==> src/rtl/stopwatch_lap_ctl.sv <==
// Stopwatch control with tick prescaler, wrapping time counter, lap capture
// buffer and lap-review mode. Drives display value and status flags.
//
// state     | meaning
// ----------+----------------------------------------------------------
// IDLE      | cleared, waiting for trig to start
// COUNTING  | time counter running, display follows time_cnt
// PAUSED    | time counter and prescaler hold
// SPLIT     | counter keeps running, display frozen on last lap
// REVIEW    | paused, display steps through stored laps with recall
module stopwatch_lap_ctl #(
  parameter int CNT_W     = 16,
  parameter int MAX_CNT   = 5999,
  parameter int TICK_DIV  = 10000000,
  parameter int LAP_DEPTH = 4,
  parameter int LAP_AW    = 2
) (
  input  logic              clk,
  input  logic              reset,
  input  logic              trig,
  input  logic              split,
  input  logic              recall,
  output logic              init_regs,
  output logic              count_enabled,
  output logic [CNT_W-1:0]  time_cnt,
  output logic [CNT_W-1:0]  disp_val,
  output logic              disp_is_lap,
  output logic [LAP_AW:0]   lap_count,
  output logic              lap_overflow,
  output logic [2:0]        state_o
);

  localparam int PS_W = (TICK_DIV > 2) ? $clog2(TICK_DIV) : 1;
  localparam logic [PS_W-1:0]   PS_TOP   = PS_W'(TICK_DIV - 1);
  localparam logic [CNT_W-1:0]  CNT_TOP  = CNT_W'(MAX_CNT);
  localparam logic [LAP_AW:0]   LAP_FULL = (LAP_AW+1)'(LAP_DEPTH);

  typedef enum logic [2:0] {
    ST_IDLE     = 3'd0,
    ST_COUNTING = 3'd1,
    ST_PAUSED   = 3'd2,
    ST_SPLIT    = 3'd3,
    ST_REVIEW   = 3'd4
  } state_t;

  state_t              state_q, state_d;
  logic [PS_W-1:0]     presc_q, presc_d;
  logic [CNT_W-1:0]    time_cnt_q, time_cnt_d;
  logic [LAP_AW-1:0]   wr_ptr_q, wr_ptr_d;
  logic [LAP_AW-1:0]   rd_ptr_q, rd_ptr_d;
  logic [LAP_AW:0]     lap_count_q, lap_count_d;
  logic                lap_overflow_q, lap_overflow_d;
  logic [CNT_W-1:0]    disp_val_q, disp_val_d;
  logic                disp_is_lap_q, disp_is_lap_d;
  logic [CNT_W-1:0]    lap_mem_q [LAP_DEPTH];

  logic                capture;
  logic                clear_all;
  logic                lap_we;
  logic                count_en;
  logic [LAP_AW:0]     rd_next;

  // Next-state decode; input priority is reset > trig > split > recall.
  always_comb begin
    state_d  = state_q;
    capture  = 1'b0;
    rd_ptr_d = rd_ptr_q;
    rd_next  = {1'b0, rd_ptr_q} + (LAP_AW+1)'(1);
    if (reset) begin
      state_d = ST_IDLE;
    end else begin
      case (state_q)
        ST_IDLE: begin
          if (trig) state_d = ST_COUNTING;
        end
        ST_COUNTING: begin
          if (trig) begin
            state_d = ST_PAUSED;
          end else if (split) begin
            state_d = ST_SPLIT;
            capture = 1'b1;
          end
        end
        ST_SPLIT: begin
          if (trig) begin
            state_d = ST_PAUSED;
          end else if (split) begin
            capture = 1'b1;
          end else if (recall) begin
            state_d = ST_COUNTING;
          end
        end
        ST_PAUSED: begin
          if (trig) begin
            state_d = ST_COUNTING;
          end else if (split) begin
            state_d = ST_IDLE;
          end else if (recall && (lap_count_q != '0)) begin
            state_d  = ST_REVIEW;
            rd_ptr_d = '0;
          end
        end
        ST_REVIEW: begin
          if (trig) begin
            state_d = ST_PAUSED;
          end else if (split) begin
            state_d = ST_IDLE;
          end else if (recall) begin
            rd_ptr_d = (rd_next == lap_count_q) ? '0 : rd_next[LAP_AW-1:0];
          end
        end
        default: state_d = ST_IDLE;
      endcase
    end
    // Entering (or sitting in) IDLE wipes the counters and lap bookkeeping.
    clear_all = (state_d == ST_IDLE);
  end

  // Mealy outputs: counter enable depends on this cycle's trig/reset.
  always_comb begin
    count_en = 1'b0;
    case (state_q)
      ST_COUNTING, ST_SPLIT: count_en = !(reset || trig);
      ST_PAUSED:             count_en = trig && !reset;
      default:               count_en = 1'b0;
    endcase
  end

  assign count_enabled = count_en;
  assign init_regs     = (state_q == ST_IDLE);

  // Prescaler, time counter and lap write bookkeeping.
  always_comb begin
    presc_d        = presc_q;
    time_cnt_d     = time_cnt_q;
    wr_ptr_d       = wr_ptr_q;
    lap_count_d    = lap_count_q;
    lap_overflow_d = lap_overflow_q;
    lap_we         = 1'b0;

    if (count_en) begin
      if (presc_q == PS_TOP) begin
        presc_d    = '0;
        time_cnt_d = (time_cnt_q == CNT_TOP) ? '0 : time_cnt_q + CNT_W'(1);
      end else begin
        presc_d = presc_q + PS_W'(1);
      end
    end

    // A capture stores the pre-edge time, even when a tick lands on the same edge.
    if (capture) begin
      if (lap_count_q == LAP_FULL) begin
        lap_overflow_d = 1'b1;
      end else begin
        lap_we      = 1'b1;
        wr_ptr_d    = wr_ptr_q + LAP_AW'(1);
        lap_count_d = lap_count_q + (LAP_AW+1)'(1);
      end
    end

    if (clear_all) begin
      presc_d        = '0;
      time_cnt_d     = '0;
      wr_ptr_d       = '0;
      lap_count_d    = '0;
      lap_overflow_d = 1'b0;
      rd_ptr_d_unused_guard();
    end
  end

  function automatic void rd_ptr_d_unused_guard();
  endfunction

  // Display value for the next cycle: frozen lap in SPLIT, stored lap in REVIEW.
  always_comb begin
    disp_is_lap_d = (state_d == ST_SPLIT) || (state_d == ST_REVIEW);
    case (state_d)
      ST_SPLIT:  disp_val_d = lap_we ? time_cnt_q : disp_val_q;
      ST_REVIEW: disp_val_d = lap_mem_q[rd_ptr_d];
      default:   disp_val_d = time_cnt_d;
    endcase
  end

  // Control and status registers with synchronous reset.
  always_ff @(posedge clk) begin
    if (reset) begin
      state_q        <= ST_IDLE;
      presc_q        <= '0;
      time_cnt_q     <= '0;
      wr_ptr_q       <= '0;
      rd_ptr_q       <= '0;
      lap_count_q    <= '0;
      lap_overflow_q <= 1'b0;
      disp_val_q     <= '0;
      disp_is_lap_q  <= 1'b0;
    end else begin
      state_q        <= state_d;
      presc_q        <= presc_d;
      time_cnt_q     <= time_cnt_d;
      wr_ptr_q       <= wr_ptr_d;
      rd_ptr_q       <= clear_all ? '0 : rd_ptr_d;
      lap_count_q    <= lap_count_d;
      lap_overflow_q <= lap_overflow_d;
      disp_val_q     <= disp_val_d;
      disp_is_lap_q  <= disp_is_lap_d;
    end
  end

  // Lap storage; contents are don't-care after reset so it carries no reset.
  always_ff @(posedge clk) begin
    if (lap_we) lap_mem_q[wr_ptr_q] <= time_cnt_q;
  end

  assign time_cnt     = time_cnt_q;
  assign disp_val     = disp_val_q;
  assign disp_is_lap  = disp_is_lap_q;
  assign lap_count    = lap_count_q;
  assign lap_overflow = lap_overflow_q;
  assign state_o      = state_q;

endmodule
==> config.mk <==
export PLATFORM = sky130hd
export DESIGN_NAME = stopwatch_lap_ctl
export DESIGN_NICKNAME = d
export VERILOG_FILES = /design/src/rtl/stopwatch_lap_ctl.sv
export SDC_FILE = /design/constraint.sdc
export NUM_CORES = 1
export LEC_CHECK = 0
export ABC_AREA = 1
export CORE_UTILIZATION = 58
export CTS_BUF_LIST = sky130_fd_sc_hd__clkbuf_16
export CTS_CLUSTER_DIAMETER = 100
export DETAILED_ROUTE_END_ITERATION = 8
export DONT_BUFFER_PORTS = 1
export MAX_ROUTING_LAYER = met4
export PLACE_DENSITY = 0.74
export REMOVE_ABC_BUFFERS = 1
export SETUP_SLACK_MARGIN = 0.1
export SYNTH_ARGS = -nofsm -noshare
export SYNTH_HDL_FRONTEND = slang
export SYNTH_SLANG_ARGS = --single-unit
==> constraint.sdc <==
create_clock -name clk -period 4.1 [get_ports clk]
set_input_delay 0.82 -clock clk [delete_from_list [all_inputs] [get_ports clk]]
set_output_delay 0.82 -clock clk [all_outputs]
set_load 0.05 [all_outputs]
# == Yosys cells after proc, flatten, opt, wreduce, memory -nomap -nowiden ==
# Memory sizes are Yosys's and may differ from the RTL's.
# Index checks and enable logic that the tools add are counted.
# word_totals
reg_bits,68
latchBits,0
mem_bits_rw,64
rom_bits,0
inputBits,5
out_inout_bits,42
elab_cells,78
n_memories,1
# op_classes
add_sub_neg,5
multipliers,0
n_div,0
n_lt_le_gt_ge,0
eq_ne,11
shift,0
n_mux,38
bitwise,1
reduce_logical,13
# mem_list
memory,words,width,rd,rd_clocked_by_memory_dff,write_ports,line,text
lap_mem_q,4,16,1,0,1,55,logic [CNT_W-1:0] lap_mem_q [LAP_DEPTH];
# ops
cell,count
2-to-1 mux 16 bit,5
2-to-1 mux 3 bit,12
one-hot mux 16 bit (2 select lines),1
adder 24 x 1 -> 24 bit (second input constant),1
equality test 24 bit (second input constant),1
2-to-1 mux 24 bit,1
adder 16 x 1 -> 16 bit (second input constant),1
equality test 16 x 13 -> 1 bit (second input constant),1
2-to-1 mux 2 bit,8
one-hot mux 3 bit (5 select lines),1
equality test 3 x 2 -> 1 bit (second input constant),3
equality test 3 bit (second input constant),3
2-to-1 mux 1 bit,8
logical NOT 3 bit,2
one-hot mux 2 bit (2 select lines),1
AND reduction 2 bit,2
OR reduction 2 bit,2
adder 2 x 1 -> 3 bit (second input constant),1
adder 3 x 1 -> 3 bit (second input constant),1
equality test 3 x 1 -> 1 bit (second input constant),1
equality test 3 bit,1
nonzero test 3 bit,1
adder 2 x 1 -> 2 bit (second input constant),1
logical AND 1 bit,2
5 further kinds,7

# == Depth between registers and ports, before layout ==
# Gate-level depths: netlist (run 1).
# logic_depth
depth_word,10
ltp_mapped,16
depth_no_buf,16

# == Worst setup path after synthesis (run 1) ==
# No wires, ideal clock.
# synth_path
path_kind,flip-flop to flip-flop
start,reg lap_count_q[0] (netlist: lap_count[0])
end,"mem lap_mem_q[0][0], enable pin"
setup_ps,389
arrival_ps,2208
t_required_ps,3711
slack_ps,1504
stages_incl_launch_ff,7
n_path_buf,1
period_less_slack_ps,2596
cell_sequence,dfxtp_1 inv_1 ha_1 nand2_1 nand3_1 clkbuf_1 nor2_1
# synth_between
elab_chain_len,5
# synth_lines
item,line,text
start: declaration,51,"logic [LAP_AW:0] lap_count_q, lap_count_d;"
start signal: assignment,202,lap_count_q <= lap_count_d;
equality test 3 bit,152,if (lap_count_q == LAP_FULL) begin
2-to-1 mux 1 bit,152,
2-to-1 mux 1 bit,151,if (capture) begin
2-to-1 mux 1 bit,211,if (lap_we) lap_mem_q[wr_ptr_q] <= time_cnt_q;
2-to-1 mux 1 bit (implied by the code),211,
end: declaration,55,
# No other way between the ends.

# == Final worst setup path (run 1) ==
# layout_path
start,reg lap_count_q[0] (netlist: lap_count[0])
end,reg disp_val_q[3] (netlist: disp_val[3])
# layout_between
elab_chain_len,10
word_cells_on_any_way,27
classes_between,eq/ne: 5; mux: 18; reduce/logical: 3; memory: 1
# layout_lines
item,line,text
branches (longest 10 deep; another with memory (4 x 16 bit)),--,
end signal: assignment,204,disp_val_q <= disp_val_d;
end: declaration,53,"logic [CNT_W-1:0] disp_val_q, disp_val_d;"
# Parallel ways; which one is timed is not known.
# A chain may end at the register's enable or synchronous reset.

==> flow_metrics.env, run 1 <==
export IMPL_core_area_sq_um=11400
export IMPL_synth_area_sq_um=6790
export IMPL_hp_class="in2reg"
export IMPL_cts_sinks=132
export IMPL_setup_tns_ns=0
export IMPL_fin_util_pct=65.7
export IMPL_synth_edff_count=64
export IMPL_cts_tree="done"
export IMPL_nNetsFinal=928
export IMPL_setup_ws_ns=0.954
export IMPL_yosysWarnings=0
export IMPL_grt_pass1_vias=5658
export IMPL_numCtsBuffers=17
export IMPL_numPortBuffers=0
export IMPL_netlist_cell_type_count=36
export IMPL_route_met3_wl_um=1340
export IMPL_maxUsedRoutingLayer="met4"
export IMPL_yosys_register_bits=132
export IMPL_die_y_um=110
export IMPL_status="finished clean"
export IMPL_clkLatencyLatePin_ns=0.42
export IMPL_drv_slew=0
export IMPL_antenna_found_initial=0
export IMPL_drv_cap=0
export IMPL_area_delta_synth_final_pct=10.6
export IMPL_rsz0062_at_grt="no"
export IMPL_drc_errors=0
export IMPL_initial_core_util_pct=59.4
export IMPL_vias=5926
export IMPL_drt_iter0_markers=565
export IMPL_peakVddDrop_v=0.000326
export IMPL_htreeDepth=4
export IMPL_ctsResizeCount=0
export IMPL_clock_root_buffer="clkbuf_16"
export IMPL_dp_hpwl_um=12300
export IMPL_grt_max_degree=37
export IMPL_asyncSetResetFlopFracSynth_pct=0
export IMPL_fin_crit_ns=3.15
export IMPL_power_density_nw_per_um2=387
export IMPL_worstMarginPinSlew_ns=0.927
export IMPL_path_class="reg2reg"
export IMPL_wl_met2_um=8330
export IMPL_worstPathArrival_ns=3.45
export IMPL_preCtsSetupSlack_ns=0.959
export IMPL_r2r_slack_ns=0.95
export IMPL_antenna_left=0
export IMPL_hold_slack_ns=0.547
export IMPL_final_cell_mix="nand2_1 (295), inv_1 (122), nor2_1 (87), dfxtp_1 (68), edfxtp_1 (64)"
export IMPL_layout_drive_gt1_share_pct=8.86
export IMPL_cts_hold_buf=0
export IMPL_wl_met1_um=7160
export IMPL_io_pins=47
export IMPL_setup_viol=0
export IMPL_fp_row_count=39
export IMPL_max_freq_ghz=0.318
export IMPL_track_usage_pct=31.4
export IMPL_clkSlewWorstSetupHoldPaths_ns=0.05
export IMPL_slew_headroom_pct=38.1
export IMPL_post_route_period_util_pct=76.7
export IMPL_worstSetupStartpointType="register"
export IMPL_cts_setup_buffers=0
export IMPL_grt_pass1_wl_um=27700
export IMPL_regArea_sq_um=3280
export IMPL_end_kind="register"
export IMPL_cts_path_max_buffers=2
export IMPL_leakage_nw=3.32
export IMPL_grt_overflow=0
export IMPL_finalHoldViolations=0
export IMPL_final_common_cell="nand2_1"
export IMPL_fill_cells=1000
export IMPL_viasPerCell=5.54
export IMPL_ys_seq_area_share_pct=48.4
export IMPL_skew_ns=0.00632
export IMPL_wl_per_cell_um=16.2
export IMPL_gp_congestion=0.990
export IMPL_die_x_um=110
export IMPL_multi_input_area_sq_um=2870
export IMPL_ys_flop_type="dfxtp_1"
export IMPL_totalWireLength_um=17300
export IMPL_syn_avg_cell_area_sq_um=7.54
export IMPL_required_ns=4.40
export IMPL_crit_path_max_fanout=22
export IMPL_n_antenna_cell=0
export IMPL_syn_inst=900
export IMPL_dieArea_sq_um=12100
export IMPL_dr_pass1_iters=5
[path summary, 6_finish.rpt]
check               start      endpoint  cells past startpoint
max          lap_count[0]   disp_val[3]                     15
min reg2reg   presc_q[11]   presc_q[11]                      3
max reg2reg  lap_count[0]   disp_val[3]                     15
min                 reset  disp_val[13]                      3
[sequential cells by signal (all words and copies together) (netlist names)]
register / count
time_cnt: 16
state_o: 3
lap_mem_q: 64
lap_count: 3
presc_q: 24
disp_is_lap: 1
rd_ptr_q: 2
disp_val: 16
lap_overflow: 1
wr_ptr_q: 2
[synthesized netlist by cell type, types with 2 or more instances]
cell      count  share of area, %
o21ai_1      11              0.81
a21oi_1      28               2.1
buf_6         3              0.50
nand3b_1      8              0.88
nor3_1       11              0.81
nand4_1      16               1.5
ha_1          9               1.7
nand2_2       6              0.55
nand3_2       6              0.88
a21oi_2       5              0.65
xor2_1        9               1.2
o211ai_1      4              0.44
or2_2         2              0.18
clkbuf_1      6              0.33
inv_1       120               6.6
xnor2_1       3              0.39
nand2_1     295                16
dfxtp_1      68                20
nor4_1        2              0.18
nand3_1      53               3.9
o21ai_0      47               3.5
inv_2        12              0.66
edfxtp_1     64                28
nor2_4        2              0.33
nor2_2        3              0.28
buf_4         5              0.55
buf_2         7              0.52
nor2_1       87               4.8
[final cells by class]
type / count / area share, %
clock buffers: 17 / 5.67
clock inverters: 14 / 1.63
inverters: 134 / 6.74
multi-input cells: 613 / 38.2
flip-flops and latches: 132 / 43.7
well taps: 143 / 2.38
repair buffers: 16 / 1.60
[report_power, final]
group          switching, mW  total, mW  leakage, nW  internal [mW]
Combinational         0.0693     0.0898         1.92         0.0205
Sequential            0.0264       1.41         1.12           1.38
Clock                  0.538       1.41        0.273          0.873
[cells by family after synthesis]
kind of cell / synth area share [%]
AND/OR/NAND/NOR: 31.4
buffers and inverters: 9.35
flip-flops: 48.4
AO/OA/AOI/OAI: 7.71
XOR/XNOR: 1.55
adder cells (fa/ha/maj): 1.66
[metrics by stage]
step	std cells	total power [mW]	cell area [sq um]
after CTS	1069	2.91	7500
after global placement	1038	1.52	6960
after global routing	1069	2.99	7500
final	1069	2.91	7500
after detailed placement	1038	1.52	6960
after floorplan	879	1.49	6660
[worst max-delay path, stage by stage (launching register included)]
cell and delay [ns]:
dfxtp_1 0.68, inv_1 0.20, ha_1 0.26, nand2_1 0.09
nand2_1 0.07, nand3_1 0.08, nand2_1 0.05, nand2_1 0.06
nand2_1 0.08, nand2_1 0.12, nand3_2 0.45, buf_4 0.38
inv_2 0.15, nor2_1 0.08, a21oi_1 0.19, a21oi_1 0.10
[layer usage]
metal | vias up | track usage (%)
li1 | 2896 | -
met1 | 2734 | 37.6
met2 | 256 | 52.0
met3 | 40 | 6.47
met4 | 0 | 12.4
met5 | - | -
Note: power is estimated with default switching activity, not from simulation.
==> run 2, diff against run 1 <==
--- a/config.mk
+++ b/config.mk
@@ -12,7 +12,7 @@
 export DETAILED_ROUTE_END_ITERATION = 8
 export DONT_BUFFER_PORTS = 1
 export MAX_ROUTING_LAYER = met4
-export PLACE_DENSITY = 0.74
+export PLACE_DENSITY = 0.76
 export REMOVE_ABC_BUFFERS = 1
 export SETUP_SLACK_MARGIN = 0.1
 export SYNTH_ARGS = -nofsm -noshare
==> constraint.sdc (replaced) <==
create_clock -name clk -period 2.8 [get_ports clk]
set_input_delay 0.56 -clock clk [delete_from_list [all_inputs] [get_ports clk]]
set_output_delay 0.56 -clock clk [all_outputs]
set_load 0.05 [all_outputs]
==> run 2 against run 1 <==
Effect of this change: maximum frequency increased by 30%; flip-flop and latch count unchanged; non-clock buffer count grew 24; register-to-register slack lost 0.57 ns; final cell count increased by 2.3%; largest power group is now clock; clock skew grew 0.0013 ns; final area increased by 3.4%; critical path depth is 2 lower; sequential power increased by 45%; via count decreased by 1.2%; total power increased by 57%; count of clock-buffer cells in the layout stayed put.
==> flow_metrics.env, run 2 (synthesis gave the netlist of run 1 again) <==
export IMPL_leakage_nw=3.49
export IMPL_grt_pass1_wl_um=26600
export IMPL_drv_cap=0
export IMPL_skew_ns=0.00762
export IMPL_nNetsFinal=952
export IMPL_endpoint="disp_val[4]"
export IMPL_worstSetupStartpointType="register"
export IMPL_finalPower_mw=4.55
export IMPL_worst_path_buf_inv=1
export IMPL_grt_overflow=0
export IMPL_path_class="reg2reg"
export IMPL_grt_pass1_vias=5513
export IMPL_dieArea_sq_um=12100
export IMPL_antenna_found_initial=0
export IMPL_max_freq_ghz=0.415
export IMPL_end_kind="register"
export IMPL_setup_viol=0
export IMPL_rsz0062_at_grt="no"
export IMPL_cts_tree="done"
export IMPL_track_usage_pct=30.6
export IMPL_grt_max_degree=27
export IMPL_clkSlewWorstSetupHoldPaths_ns=0.05
export IMPL_dr_pass1_iters=5
export IMPL_worstPathArrival_ns=2.77
export IMPL_cts_setup_buffers=0
export IMPL_slew_headroom_pct=64.6
export IMPL_finalHoldViolations=0
export IMPL_crit_top_cell="nand2_1"
export IMPL_timing_rr_end="disp_val[4]"
export IMPL_crit_slowest_cell="dfxtp_1"
export IMPL_setup_tns_ns=0
export IMPL_multi_input_area_sq_um=2870
export IMPL_ff2ff_path_depth=13
export IMPL_final_common_cell="nand2_1"
export IMPL_required_ns=3.15
export IMPL_fin_util_pct=67.9
export IMPL_peakVddDrop_v=0.000505
export IMPL_cts_sinks=132
export IMPL_fin_crit_ns=2.41
export IMPL_dp_hpwl_um=11300
export IMPL_crit_path_start="rd_ptr_q[0]"
export IMPL_fill_cells=966
export IMPL_final_cell_mix="nand2_1 (295), inv_1 (123), nor2_1 (87), dfxtp_1 (68), edfxtp_1 (64)"
export IMPL_largest_reg_flops=64
export IMPL_numPortBuffers=0
export IMPL_crit_family="simple AND/OR/NAND/NOR gates"
export IMPL_htreeDepth=4
export IMPL_post_route_period_util_pct=86.1
export IMPL_drv_slew=0
export IMPL_io_pins=47
export IMPL_core_area_sq_um=11400
export IMPL_largest_register="lap_mem_q"
export IMPL_cts_hold_buf=0
export IMPL_hp_class="in2reg"
export IMPL_totalWireLength_um=16800
export IMPL_viasPerCell=5.35
export IMPL_ctsResizeCount=0
export IMPL_die_x_um=110
export IMPL_clock_root_buffer="clkbuf_16"
export IMPL_area_delta_synth_final_pct=14.3
export IMPL_cts_path_max_buffers=2
export IMPL_drt_iter0_markers=464
export IMPL_clkLatencyLatePin_ns=0.43
export IMPL_layout_drive_gt1_share_pct=11.3
export IMPL_critical_path_depth=13
export IMPL_r2r_start="rd_ptr_q[0]"
export IMPL_r2r_slack_ns=0.39
export IMPL_antenna_left=0
export IMPL_numCtsBuffers=17
export IMPL_die_y_um=110
export IMPL_fp_row_count=39
export IMPL_fin_cells=1094
export IMPL_status="finished clean"
export IMPL_dp_cells=1062
export IMPL_vias=5855
export IMPL_reg_largest_list="lap_mem_q: 64 flops, presc_q: 24 flops"
export IMPL_crit_path_max_fanout=26
export IMPL_wl_per_cell_um=15.3
export IMPL_max_stage_delay_ns=0.41
export IMPL_initial_core_util_pct=59.4
export IMPL_power_density_nw_per_um2=587
export IMPL_gp_congestion=0.966
export IMPL_n_antenna_cell=0
export IMPL_regArea_sq_um=3280
export IMPL_path_cells="ha_1, xnor2_1, nand3_1, nand2_1, o21bai_4, nand2_4, inv_4, nand2_1, nand2_1, nand2_1, nand2_1, nand2_1, a21oi_1"
export IMPL_drc_errors=0
export IMPL_worstMarginPinSlew_ns=0.531
[run 2: final cells by class]
type | count | share of cell area (%)
Sequential cell | 132 | 42.3
Multi-Input combinational cell | 613 | 37.0
Inverter | 134 | 6.52
Clock buffer | 17 | 5.48
Timing Repair Buffer | 40 | 3.87
Clock inverter | 15 | 2.53
Tap cell | 143 | 2.31
[run 2: worst register-to-register path, delay by kind of cell, from the launching register on]
family	cells	cell delay (ns)
AND/OR/NAND/NOR	8	0.83
flip-flops	1	0.41
AO/OA/AOI/OAI	2	0.36
buffers and inverters	1	0.33
adder cells (fa/ha/maj)	1	0.29
XOR/XNOR	1	0.14
[run 2: report_power, final]
group / leakage (nW) / switching, mW / total, mW / internal [mW]
combinational: 2.05 / 0.116 / 0.157 / 0.0406
clock: 0.315 / 0.795 / 2.35 / 1.55
sequential: 1.12 / 0.0256 / 2.05 / 2.02
[run 2: stage by stage]
step / instance area (sq um) / setup slack (ns) / hold slack, ns
2_1_floorplan: 6660 / 0.191 / 0.493
3_3_place_gp: 7140 / 0.402 / 0.511
3_5_place_dp: 7140 / 0.355 / 0.520
6_report: 7760 / 0.388 / 0.282
5_1_grt: 7760 / 0.212 / 0.292
4_1_cts: 7760 / 0.391 / 0.279
[run 2: how the worst min path moves through the flow]
| stage | from | endpoint | slack [ns] | cells after the start |
|---|---|---|---|---|
| after detailed placement | presc_q[1] | presc_q[1] | 0.52 | 2 |
| final | reset | disp_val[13] | 0.28 | 3 |
| after CTS | reset | disp_val[13] | 0.28 | 3 |
| after global placement | presc_q[1] | presc_q[1] | 0.51 | 2 |
| after global routing | reset | disp_val[13] | 0.29 | 3 |
| after floorplan | presc_q[1] | presc_q[1] | 0.49 | 2 |
[run 2: per-layer routing]
layer	vias to the layer above	share of wire, %	track usage [%]
met3	29	5.6	7.82
met5	-	0	-
met2	164	49	50.0
met1	2728	42	35.8
li1	2934	-	-
met4	0	2.9	12.9
==> run 3, diff against run 2 <==
--- a/config.mk
+++ b/config.mk
@@ -12,7 +12,7 @@
 export DETAILED_ROUTE_END_ITERATION = 8
 export DONT_BUFFER_PORTS = 1
 export MAX_ROUTING_LAYER = met4
-export PLACE_DENSITY = 0.76
+export PLACE_DENSITY = 0.81
 export REMOVE_ABC_BUFFERS = 1
 export SETUP_SLACK_MARGIN = 0.1
 export SYNTH_ARGS = -nofsm -noshare
==> run 3 against run 2 <==
Effect of this change: combinational power is essentially flat; clock power shrank 14%; via count shrank 0.63%; final area shrank 1.1%; final cell count is essentially flat; critical path type is now reg2out; critical endpoint is now count_enabled.
==> flow_metrics.env, run 3 (synthesis gave the netlist of run 1 again) <==
export IMPL_status="finished clean"
export IMPL_drv_slew=0
export IMPL_die_y_um=110
export IMPL_path_class="reg2out"
export IMPL_core_area_sq_um=11400
export IMPL_hp_class="in2reg"
export IMPL_ff2ff_path_depth=13
export IMPL_final_cell_mix="nand2_1 (295), inv_1 (120), nor2_1 (87), dfxtp_1 (68), edfxtp_1 (64)"
export IMPL_cts_setup_buffers=0
export IMPL_post_route_period_util_pct=87.9
export IMPL_crit_top_cell="buf_4"
export IMPL_slew_headroom_pct=61.4
export IMPL_io_pins=47
export IMPL_drc_errors=0
export IMPL_max_freq_ghz=0.407
export IMPL_clkSlewWorstSetupHoldPaths_ns=0.06
export IMPL_power_density_nw_per_um2=550
export IMPL_skew_ns=0.0102
export IMPL_cts_hold_buf=0
export IMPL_crit_path_start="state_o[2]"
export IMPL_worst_path_buf_inv=2
export IMPL_numPortBuffers=0
export IMPL_required_ns=2.24
export IMPL_worstSetupStartpointType="register"
export IMPL_area_delta_synth_final_pct=13.1
export IMPL_max_stage_delay_ns=0.39
export IMPL_grt_pass1_wl_um=25300
export IMPL_endpoint="count_enabled"
export IMPL_htreeDepth=4
export IMPL_grt_max_degree=26
export IMPL_crit_family="simple AND/OR/NAND/NOR gates"
export IMPL_totalWireLength_um=16000
export IMPL_cts_tree="done"
export IMPL_end_kind="output port"
export IMPL_track_usage_pct=28.9
export IMPL_largest_register="lap_mem_q"
export IMPL_antenna_found_initial=0
export IMPL_dieArea_sq_um=12100
export IMPL_cts_sinks=132
export IMPL_initial_core_util_pct=59.4
export IMPL_worstMarginPinSlew_ns=0.575
export IMPL_crit_slowest_cell="dfxtp_1"
export IMPL_antenna_left=0
export IMPL_die_x_um=110
export IMPL_critical_path_depth=5
export IMPL_path_cells="nor2_2, nand3_1, nand2_2, buf_4, buf_4"
export IMPL_worstPathArrival_ns=1.90
export IMPL_gp_congestion=0.969
export IMPL_r2r_start="rd_ptr_q[0]"
export IMPL_fill_cells=970
export IMPL_dp_hpwl_um=11300
export IMPL_reg_largest_list="lap_mem_q: 64 flops, presc_q: 24 flops"
export IMPL_fp_row_count=39
export IMPL_drv_cap=0
export IMPL_clock_root_buffer="clkbuf_16"
export IMPL_crit_path_max_fanout=16
export IMPL_rsz0062_at_grt="no"
export IMPL_setup_viol=0
export IMPL_numCtsBuffers=17
export IMPL_fin_crit_ns=2.46
export IMPL_timing_rr_end="disp_val[4]"
export IMPL_r2r_slack_ns=0.47
export IMPL_finalHoldViolations=0
export IMPL_leakage_nw=3.42
export IMPL_drt_iter0_markers=344
export IMPL_largest_reg_flops=64
export IMPL_n_antenna_cell=0
export IMPL_viasPerCell=5.32
export IMPL_nNetsFinal=951
export IMPL_setup_tns_ns=0
export IMPL_fin_util_pct=67.2
export IMPL_layout_drive_gt1_share_pct=11.6
export IMPL_grt_overflow=0
export IMPL_peakVddDrop_v=0.000412
export IMPL_wl_per_cell_um=14.6
export IMPL_grt_pass1_vias=5347
export IMPL_clkLatencyLatePin_ns=0.43
export IMPL_cts_path_max_buffers=2
export IMPL_final_common_cell="nand2_1"
export IMPL_vias=5818
export IMPL_ctsResizeCount=0
export IMPL_dr_pass1_iters=5
## run 3: cell types whose count changed in the layout (fill, tap and decap cells not counted)
cell | before | now
clkinvlp_4 | 1 | 6
bufinv_16 | 5 | 1
inv_1 | 123 | 120
clkinv_2 | 4 | 6
buf_4 | 40 | 39
clkinv_1 | 3 | 2
clkinv_4 | 0 | 1
## run 3: metrics by stage
stage / instances / hold slack, ns / worst slack [ns] / total power [mW] / cell area, sq um
after floorplan: 879 / 0.493 / 0.191 / 2.19 / 6660
after CTS: 1093 / 0.281 / 0.355 / 4.24 / 7670
after global placement: 1061 / 0.520 / 0.513 / 2.24 / 7130
after global routing: 1093 / 0.316 / 0.253 / 4.33 / 7670
after detailed placement: 1061 / 0.525 / 0.418 / 2.24 / 7130
final: 1093 / 0.295 / 0.340 / 4.22 / 7670
## run 3: layout make-up
type                            instances  area, sq um  share of cell area [%]
Clock inverter                         15          118                    1.53
Inverter                              134          505                    6.59
Clock buffer                           17          425                    5.54
Tap cell                              143          179                    2.33
Multi-Input combinational cell        613         2870                    37.4
Timing Repair Buffer                   39          293                    3.82
Sequential cell                       132         3280                    42.8
## run 3: how the worst min path moves through the flow
| stage | depth (start not counted) | from | endpoint |
|---|---|---|---|
| after global routing | 3 | reset | disp_val[13] |
| after detailed placement | 2 | presc_q[1] | presc_q[1] |
| final | 3 | reset | disp_val[13] |
| after CTS | 3 | reset | disp_val[13] |
| after floorplan | 2 | presc_q[1] | presc_q[1] |
| after global placement | 2 | presc_q[1] | presc_q[1] |
## run 3: routing by layer
layer  global-route usage, %  share of wire (%)  vias to the layer above
met5                       -                  0                        -
met2                    47.6                 49                      194
met4                    15.8                3.3                        0
li1                        -                  -                     2940
met3                    6.41                6.9                       34
met1                    32.8                 41                     2650
## run 3: power by group
group	internal, mW	switching [mW]
clock	1.20	0.819
combinational	0.0397	0.115
sequential	2.02	0.0264
total	3.26	0.961
## run 3: worst reg2reg max path: cells and delay by family (launching register included)
kind                       cells  cell delay, ns
and+or+nand+nor                8            0.76
buffers and inverters          1            0.31
DFF                            1            0.34
adders and majority gates      1            0.33
xor gates and xnor gates       1            0.14
AOI/OAI and AO/OA              2            0.37
